File: src/rtl/adc_clk_gen_pkg.sv
// ADC clock generator shared types.
// State encoding and divisor limits.
package adc_clk_gen_pkg;

  typedef enum logic {
    ST_IDLE = 1'b0,
    ST_RUN  = 1'b1
  } state_e;

  localparam int MIN_DIV = 1;

endpackage

File: src/rtl/adc_clk_div_core.sv
// Divider core: period position counter, divisor shadow, clk_out flop.
// Ports: aclk/resetn, load (start or reload), run_nxt, div_eff in; pos, d_act, at_wrap, clk_out out.
module adc_clk_div_core
  import adc_clk_gen_pkg::*;
#(
  parameter int DIV_WIDTH = 8
) (
  input  logic                 aclk,
  input  logic                 resetn,
  input  logic                 load,
  input  logic                 run_nxt,
  input  logic [DIV_WIDTH-1:0] div_eff,
  output logic [DIV_WIDTH:0]   pos,
  output logic [DIV_WIDTH-1:0] d_act,
  output logic                 at_wrap,
  output logic                 clk_out
);

  localparam logic [DIV_WIDTH:0] ONE = {{DIV_WIDTH{1'b0}}, 1'b1};

  logic [DIV_WIDTH:0]   pos_q, pos_d;
  logic [DIV_WIDTH-1:0] d_act_q, d_act_d;
  logic                 clk_out_q, clk_out_d;
  logic [DIV_WIDTH:0]   span;

  // Last position of the period: 2*D_act-1.
  assign span = {d_act_q, 1'b0} - ONE;
  assign at_wrap = (pos_q == span);

  always_comb begin
    pos_d   = pos_q;
    d_act_d = d_act_q;
    if (load) begin
      pos_d   = '0;
      d_act_d = div_eff;
    end else if (run_nxt) begin
      pos_d = pos_q + ONE;
    end else begin
      pos_d = '0;
    end
    // High for the first half of the period, computed from next pos.
    clk_out_d = run_nxt && ({1'b0, d_act_d} > pos_d);
  end

  always_ff @(posedge aclk or negedge resetn) begin
    if (!resetn) begin
      pos_q     <= '0;
      d_act_q   <= DIV_WIDTH'(MIN_DIV);
      clk_out_q <= 1'b0;
    end else begin
      pos_q     <= pos_d;
      d_act_q   <= d_act_d;
      clk_out_q <= clk_out_d;
    end
  end

  assign pos     = pos_q;
  assign d_act   = d_act_q;
  assign clk_out = clk_out_q;

endmodule

File: src/rtl/adc_clk_gen.sv
// ADC sampling clock generator with run/stop FSM, strobe and edge counter.
// Ports: aclk/resetn, enable, div_half, strobe_phase in; clk_out, clk_running, sample_strobe, edge_count out.
module adc_clk_gen
  import adc_clk_gen_pkg::*;
#(
  parameter int DIV_WIDTH = 8,
  parameter int CNT_WIDTH = 32
) (
  input  logic                 aclk,
  input  logic                 resetn,
  input  logic                 enable,
  input  logic [DIV_WIDTH-1:0] div_half,
  input  logic [DIV_WIDTH:0]   strobe_phase,
  output logic                 clk_out,
  output logic                 clk_running,
  output logic                 sample_strobe,
  output logic [CNT_WIDTH-1:0] edge_count
);

  localparam logic [DIV_WIDTH:0] ONE = {{DIV_WIDTH{1'b0}}, 1'b1};
  localparam logic [CNT_WIDTH-1:0] CNT_ONE = {{(CNT_WIDTH-1){1'b0}}, 1'b1};

  state_e               state_q, state_d;
  logic                 load;
  logic                 run_nxt;
  logic [DIV_WIDTH-1:0] div_eff;
  logic [DIV_WIDTH:0]   pos;
  logic [DIV_WIDTH-1:0] d_act;
  logic                 at_wrap;
  logic [DIV_WIDTH:0]   phase_q, phase_d;
  logic [DIV_WIDTH:0]   span;
  logic [DIV_WIDTH:0]   p_eff;
  logic [CNT_WIDTH-1:0] edge_count_q, edge_count_d;

  assign div_eff = (div_half == '0) ? DIV_WIDTH'(MIN_DIV) : div_half;

  // Every load starts a new period, i.e. a clk_out rising edge.
  always_comb begin
    state_d = state_q;
    load    = 1'b0;
    unique case (state_q)
      ST_IDLE: begin
        if (enable) begin
          state_d = ST_RUN;
          load    = 1'b1;
        end
      end
      ST_RUN: begin
        if (at_wrap) begin
          if (enable) load = 1'b1;
          else state_d = ST_IDLE;
        end
      end
      default: state_d = ST_IDLE;
    endcase
  end

  assign run_nxt = (state_d == ST_RUN);

  always_comb begin
    phase_d      = load ? strobe_phase : phase_q;
    edge_count_d = load ? edge_count_q + CNT_ONE : edge_count_q;
  end

  always_ff @(posedge aclk or negedge resetn) begin
    if (!resetn) begin
      state_q      <= ST_IDLE;
      phase_q      <= '0;
      edge_count_q <= '0;
    end else begin
      state_q      <= state_d;
      phase_q      <= phase_d;
      edge_count_q <= edge_count_d;
    end
  end

  adc_clk_div_core #(
    .DIV_WIDTH(DIV_WIDTH)
  ) u_core (
    .aclk   (aclk),
    .resetn (resetn),
    .load   (load),
    .run_nxt(run_nxt),
    .div_eff(div_eff),
    .pos    (pos),
    .d_act  (d_act),
    .at_wrap(at_wrap),
    .clk_out(clk_out)
  );

  // Strobe phase clamped to the last position of the period.
  assign span  = {d_act, 1'b0} - ONE;
  assign p_eff = (phase_q > span) ? span : phase_q;

  assign clk_running   = (state_q == ST_RUN);
  assign sample_strobe = (state_q == ST_RUN) && (pos == p_eff);
  assign edge_count    = edge_count_q;

endmodule

File: config.mk
export PLATFORM = sky130hd
export DESIGN_NAME = adc_clk_gen
export DESIGN_NICKNAME = d
export VERILOG_FILES = /design/src/rtl/adc_clk_gen_pkg.sv /design/src/rtl/adc_clk_div_core.sv /design/src/rtl/adc_clk_gen.sv
export SDC_FILE = /design/constraint.sdc
export NUM_CORES = 1
export LEC_CHECK = 0
export CAP_MARGIN = 40
export CORE_MARGIN = 5
export CORE_UTILIZATION = 30
export DETAILED_ROUTE_END_ITERATION = 8
export PLACE_DENSITY = 0.53
export SYNTH_ARGS = -nofsm -noshare
export SYNTH_HDL_FRONTEND = slang
export SYNTH_SLANG_ARGS = --single-unit
File: constraint.sdc
create_clock -name aclk -period 4.5 [get_ports aclk]
set_input_delay 0.45 -clock aclk [delete_from_list [all_inputs] [get_ports aclk]]
set_output_delay 0.45 -clock aclk [all_outputs]
set_load 0.005 [all_outputs]
==> results by stage <==
Power and ir drop:
- The leakage power is roughly 2.0 nW.
- Internal power comes to between 1.5 and 2 mW.
- Per report_power, the sequential group accounts for roughly 30% of the total.
- In this run the power density over the cells is approximately 640 mW/mm².
- The analysis attributes to net switching a power of approximately 1.1 mW.
- The clock network fraction of design power is between 20% and 30%.
- The maximum vdd drop is ~0.00024 V.
- In this run switching power makes up 37.7% of total power.
- Combinational logic burns between 40 and 50% of the power.

Logic synthesis:
- Counting flops and latches in the post-synthesis netlist gives 60.
- The synthesized area per cell is between 10 and 15 µm².
- The sequential area share after synthesis is 42.0%.
- The synthesized cell area is ~0.0036 mm².
- The synthesized netlist net count is ~380.
- Synthesis instantiated between 40 and 50 different standard cells from the library.
- The number of synthesis warnings is 0.
- The gate count after technology mapping is ~340.

Clock tree:
- The clock-pin slew reported for the worst setup and hold paths after clock tree synthesis is about 0.05 ns.
- CTS saw 60 sinks.
- The clock insertion delay at the later pin of the skew report is between 0.3 and 0.4 ns.
- TritonCTS built the clock tree.
- The H-tree generated during clock tree synthesis spans 3 levels.
- The number of clock buffers added by TritonCTS is 9.
- The cell chosen for the clock root is sky130_fd_sc_hd__clkbuf_16.
- For this design, the CTS-stage hold fixing added 0 buffers.
- The maximum number of buffers from clock root to sink is 2.

Worst setup path:
- The critical path goes through or4_4 > nor4_4 > xnor2_1 > ha_1 > nand3_1 > nor3_1 > a21oi_1 > nand2_2 > nor3_1 > o22ai_1 > nor4_2 > clkdlybuf4s50_1.
- The endpoint identified for the worst register-to-register timing path is u_core.clk_out.
- On the worst path, the slowest cell contributes a delay of 0.59 ns.
- In this run the critical register-to-register path is launched from u_core.d_act[0].
- Across all register-to-register paths, the minimum setup slack is ~0.65 ns.
- The type of the worst setup path is register to primary output.
- Following the worst setup path forward leads to its endpoint at sample_strobe.
- The critical path crosses 12 cells after its start point.
- The highest-delay cell along the critical path is sky130_fd_sc_hd__or4_4.
- Data on the critical path arrives at its endpoint at 3.86 ns.
- Among the stages of the critical path, the cell type that occurs most often is sky130_fd_sc_hd__nor3_1.
- The capturing element type of the critical path is a primary output.
- The combined buffer and inverter count along the critical path is 1.
- The data required time at the worst endpoint is roughly 4.1 ns.
- The critical path starts at u_core.d_act[2].
- Along the worst path, the maximum fanout reaches 6.
- Counting cells, the worst reg-to-reg path comes to 18.
- STA classifies the critical path startpoint as a register.
- In this design, the largest share of critical-path delay is due to simple AND/OR/NAND/NOR gates.

STA:
- The routed design could run at a clock period as short as between 4 and 5 ns.
- The number of pins with negative max-slew slack in the final report was 0.
- The period utilization is a little over nine tenths.
- The number of setup violations in the final report is 0.
- The number of failing hold endpoints at the final stage was 0.
- The worst pin sits at a relative slew slack of 53.6%.
- The achievable frequency is approximately 230 MHz.
- Setup slack on the critical path of the routed design comes to approximately 0.19 ns.
- The maximum clock skew at final layout is 0.0119 ns.
- Final hold analysis gives a worst-case slack of ~0.066 ns.
- The transition time at the pin with the least slew margin is 0.694 ns.

Floorplan:
- Once the floorplan was initialized, standard cells occupied 31.0% of the core.
- The die is between 100 and 150 µm wide.
- The area of the core is approximately 0.012 mm².
- The height of the die is approximately 120 µm.
- The total die area is around 0.014 mm².
- 55 I/O pins were placed.
- The floorplan has 39 rows.

GRT:
- The global-route wire length before repair is 14200 µm.
- The initial antenna violation count is 0.
- For this run the aggregate overflow at the end of global routing stands at 0.
- For this run, the total global-route usage over all layers was measured as 12.4%.
- The maximum number of pins on one net before global-route repair is 43.
- The via count of the first global-routing pass is approximately 2800.

Layout:
- The final layout contains around 430 nets.
- The library cell used most frequently in the layout, excluding fill and tap cells, is sky130_fd_sc_hd__dfrtp_1.
- Once layout is done, the placed cells without fillers occupy roughly 0.0046 mm².
- The repair_antennas step left the layout with diodes totalling 0.
- The area growth from synthesis to layout is 29.0%.
- In the layout the commonest cells are sky130_fd_sc_hd__dfrtp_1 (59), sky130_fd_sc_hd__clkdlybuf4s50_1 (53), sky130_fd_sc_hd__xnor2_1 (37).
- Of the cells placed in the final design, the portion with a size suffix greater than 1 is between 10% and 20%.

Detailed routing:
- Summing over every cut layer, the via total after detailed routing is about 2700.
- After detailed routing, the number of remaining DRC violations is 0.
- The per-cell routed wire length is between 15 and 20 µm.
- The overall routed net length is between 8000 and 9000 µm.
- The post-route antenna net violation count is 0.
- Using the TritonRoute via totals, the vias-per-cell ratio works out to 4.93.
- The length of the first detailed-routing pass in iterations is 4.
- The initial DRC count is 157.

Placement:
- At the end of routability-driven placement, the weighted congestion stood at roughly 0.8.
- The placed wire-length estimate is roughly 6300 µm.
- Buffers placed on the I/O ports in this run total 54.
- The post-place setup slack is ~0.42 ns.
- The placed instance area is 0.00426 mm².

Worst hold path:
- The worst hold path belongs to the class input pin to async pin.

Job:
- The number of maximum-capacitance violations is 0.

Run status:
- The flow ran to the end, and the final reports show no timing, DRC or antenna violations.
==> registers in the layout, indices dropped and copies added (netlist names) <==
name	count
clk_running	1
u_core.pos	9
u_core.d_act	8
phase_q	9
edge_count	32
u_core.clk_out	1
==> layout make-up <==
type	instances	area (µm²)
sequential	60	1500
clock inverter	3	68.8
inverter	18	67.6
timing repair buffer	58	566
fill	1111	6950
clock buffer	12	267
tap	143	179
multi-input combinational	247	1970
==> timing repair <==
action / 4_1_cts / 5_1_grt
setup buffers: 0 / 1
endpoints found under the setup margin: 0 / 1
endpoints found under the hold margin: 0 / 0
gates resized for setup: 0 / 6
==> Yosys cell counts (all sizes together) <==
library cell   n  area, µm²
nand2b         6       37.5
dfstp          1       26.3
inv           18       67.6
nor2b          3       18.8
nor4          12        146
a22o           1       8.76
nor4b          2       23.8
nand4         14       93.8
a2111oi        1       8.76
xnor2         37        324
o21a           2       15.0
a21oi          8       40.0
xnor3          2       45.0
nand2         26       97.6
a211oi         4       35.0
and3           4       25.0
clkbuf         5       18.8
a21o           2       15.0
mux2          15        169
o22ai          4       38.8
ha            19        238
or3            1       6.26
a31oi          1       6.26
and4           1       8.76
o21ai          8       40.0
nor3          10       65.1
dfrtp         59       1480
nand3         19        100
nor2          10       37.5
buf            6       43.8
mux2i          3       30.0
xor2          22        193
nand3b         1       7.51
nor3b          2       20.0
and2           5       33.8
or4            2       18.8
==> logic make-up (layout without fill, tap and decap cells) <==
logic type / Yosys count / in the layout / synth area share (%)
and+or+nand+nor: 118 / 118 / 20.7
xor gates and xnor gates: 61 / 61 / 15.7
DFF: 60 / 60 / 42.0
AOI/OAI and AO/OA: 31 / 31 / 5.80
buffers and inverters: 29 / 91 / 3.63
adders and majority gates: 19 / 19 / 6.64
muxes: 18 / 18 / 5.56
==> per-layer routing <==
metal / vias up / global-route usage, % / routed length [µm]
li1: 1300 / - / -
met2: 52 / 19.6 / 3910
met5: - / 0 / 0
met4: 0 / 4.49 / 143
met1: 1303 / 16.7 / 4010
met3: 11 / 2.94 / 314
==> how the worst min path moves through the flow <==
stage,depth (start not counted),from,end,slack (ns)
6_report,1,resetn,u_core.pos[4],0.07
5_1_grt,1,resetn,u_core.pos[3],0.1
4_1_cts,1,resetn,u_core.pos[3],0.08
3_5_place_dp,1,resetn,u_core.pos[3],0.43
3_3_place_gp,1,resetn,u_core.pos[3],0.42
2_1_floorplan,0,resetn,clk_running,0.15
==> worst reg2reg max path: stages (launching register included) <==
cell and delay [ns]:
sky130_fd_sc_hd__dfstp_2 0.61, sky130_fd_sc_hd__inv_1 0.08, sky130_fd_sc_hd__ha_1 0.22, sky130_fd_sc_hd__xnor2_1 0.31, sky130_fd_sc_hd__xnor2_1 0.12, sky130_fd_sc_hd__nor3_2 0.23
sky130_fd_sc_hd__nand4_1 0.22, sky130_fd_sc_hd__a21oi_2 0.29, sky130_fd_sc_hd__buf_4 0.23, sky130_fd_sc_hd__nand2_1 0.08, sky130_fd_sc_hd__o21ai_0 0.13, sky130_fd_sc_hd__ha_1 0.31
sky130_fd_sc_hd__nor2b_1 0.14, sky130_fd_sc_hd__o21ai_0 0.15, sky130_fd_sc_hd__nand2b_1 0.07, sky130_fd_sc_hd__a21oi_1 0.17, sky130_fd_sc_hd__nor2b_1 0.06, sky130_fd_sc_hd__o21ai_0 0.21
sky130_fd_sc_hd__a211oi_2 0.10
==> power by group through the flow <==
stage                     Clock [mW]  Sequential, mW  Combinational, mW
after global placement             0           0.874               1.25
after CTS                      0.783           0.867               1.28
after global routing           0.808           0.893               1.48
final                          0.769           0.868               1.32
after floorplan                    0           0.793               1.03
after detailed placement           0           0.873               1.26
==> stage by stage <==
stage	power (mW)	instances	setup TNS [ns]	utilization (%)
final	2.96	541	0	39.9
after global routing	3.18	541	-0.0313	39.9
after CTS	2.92	540	0	39.7
after detailed placement	2.14	525	0	36.8
after global placement	2.12	525	0	36.8
after floorplan	1.83	336	0	-
Note: power is estimated with default switching activity, not from simulation.
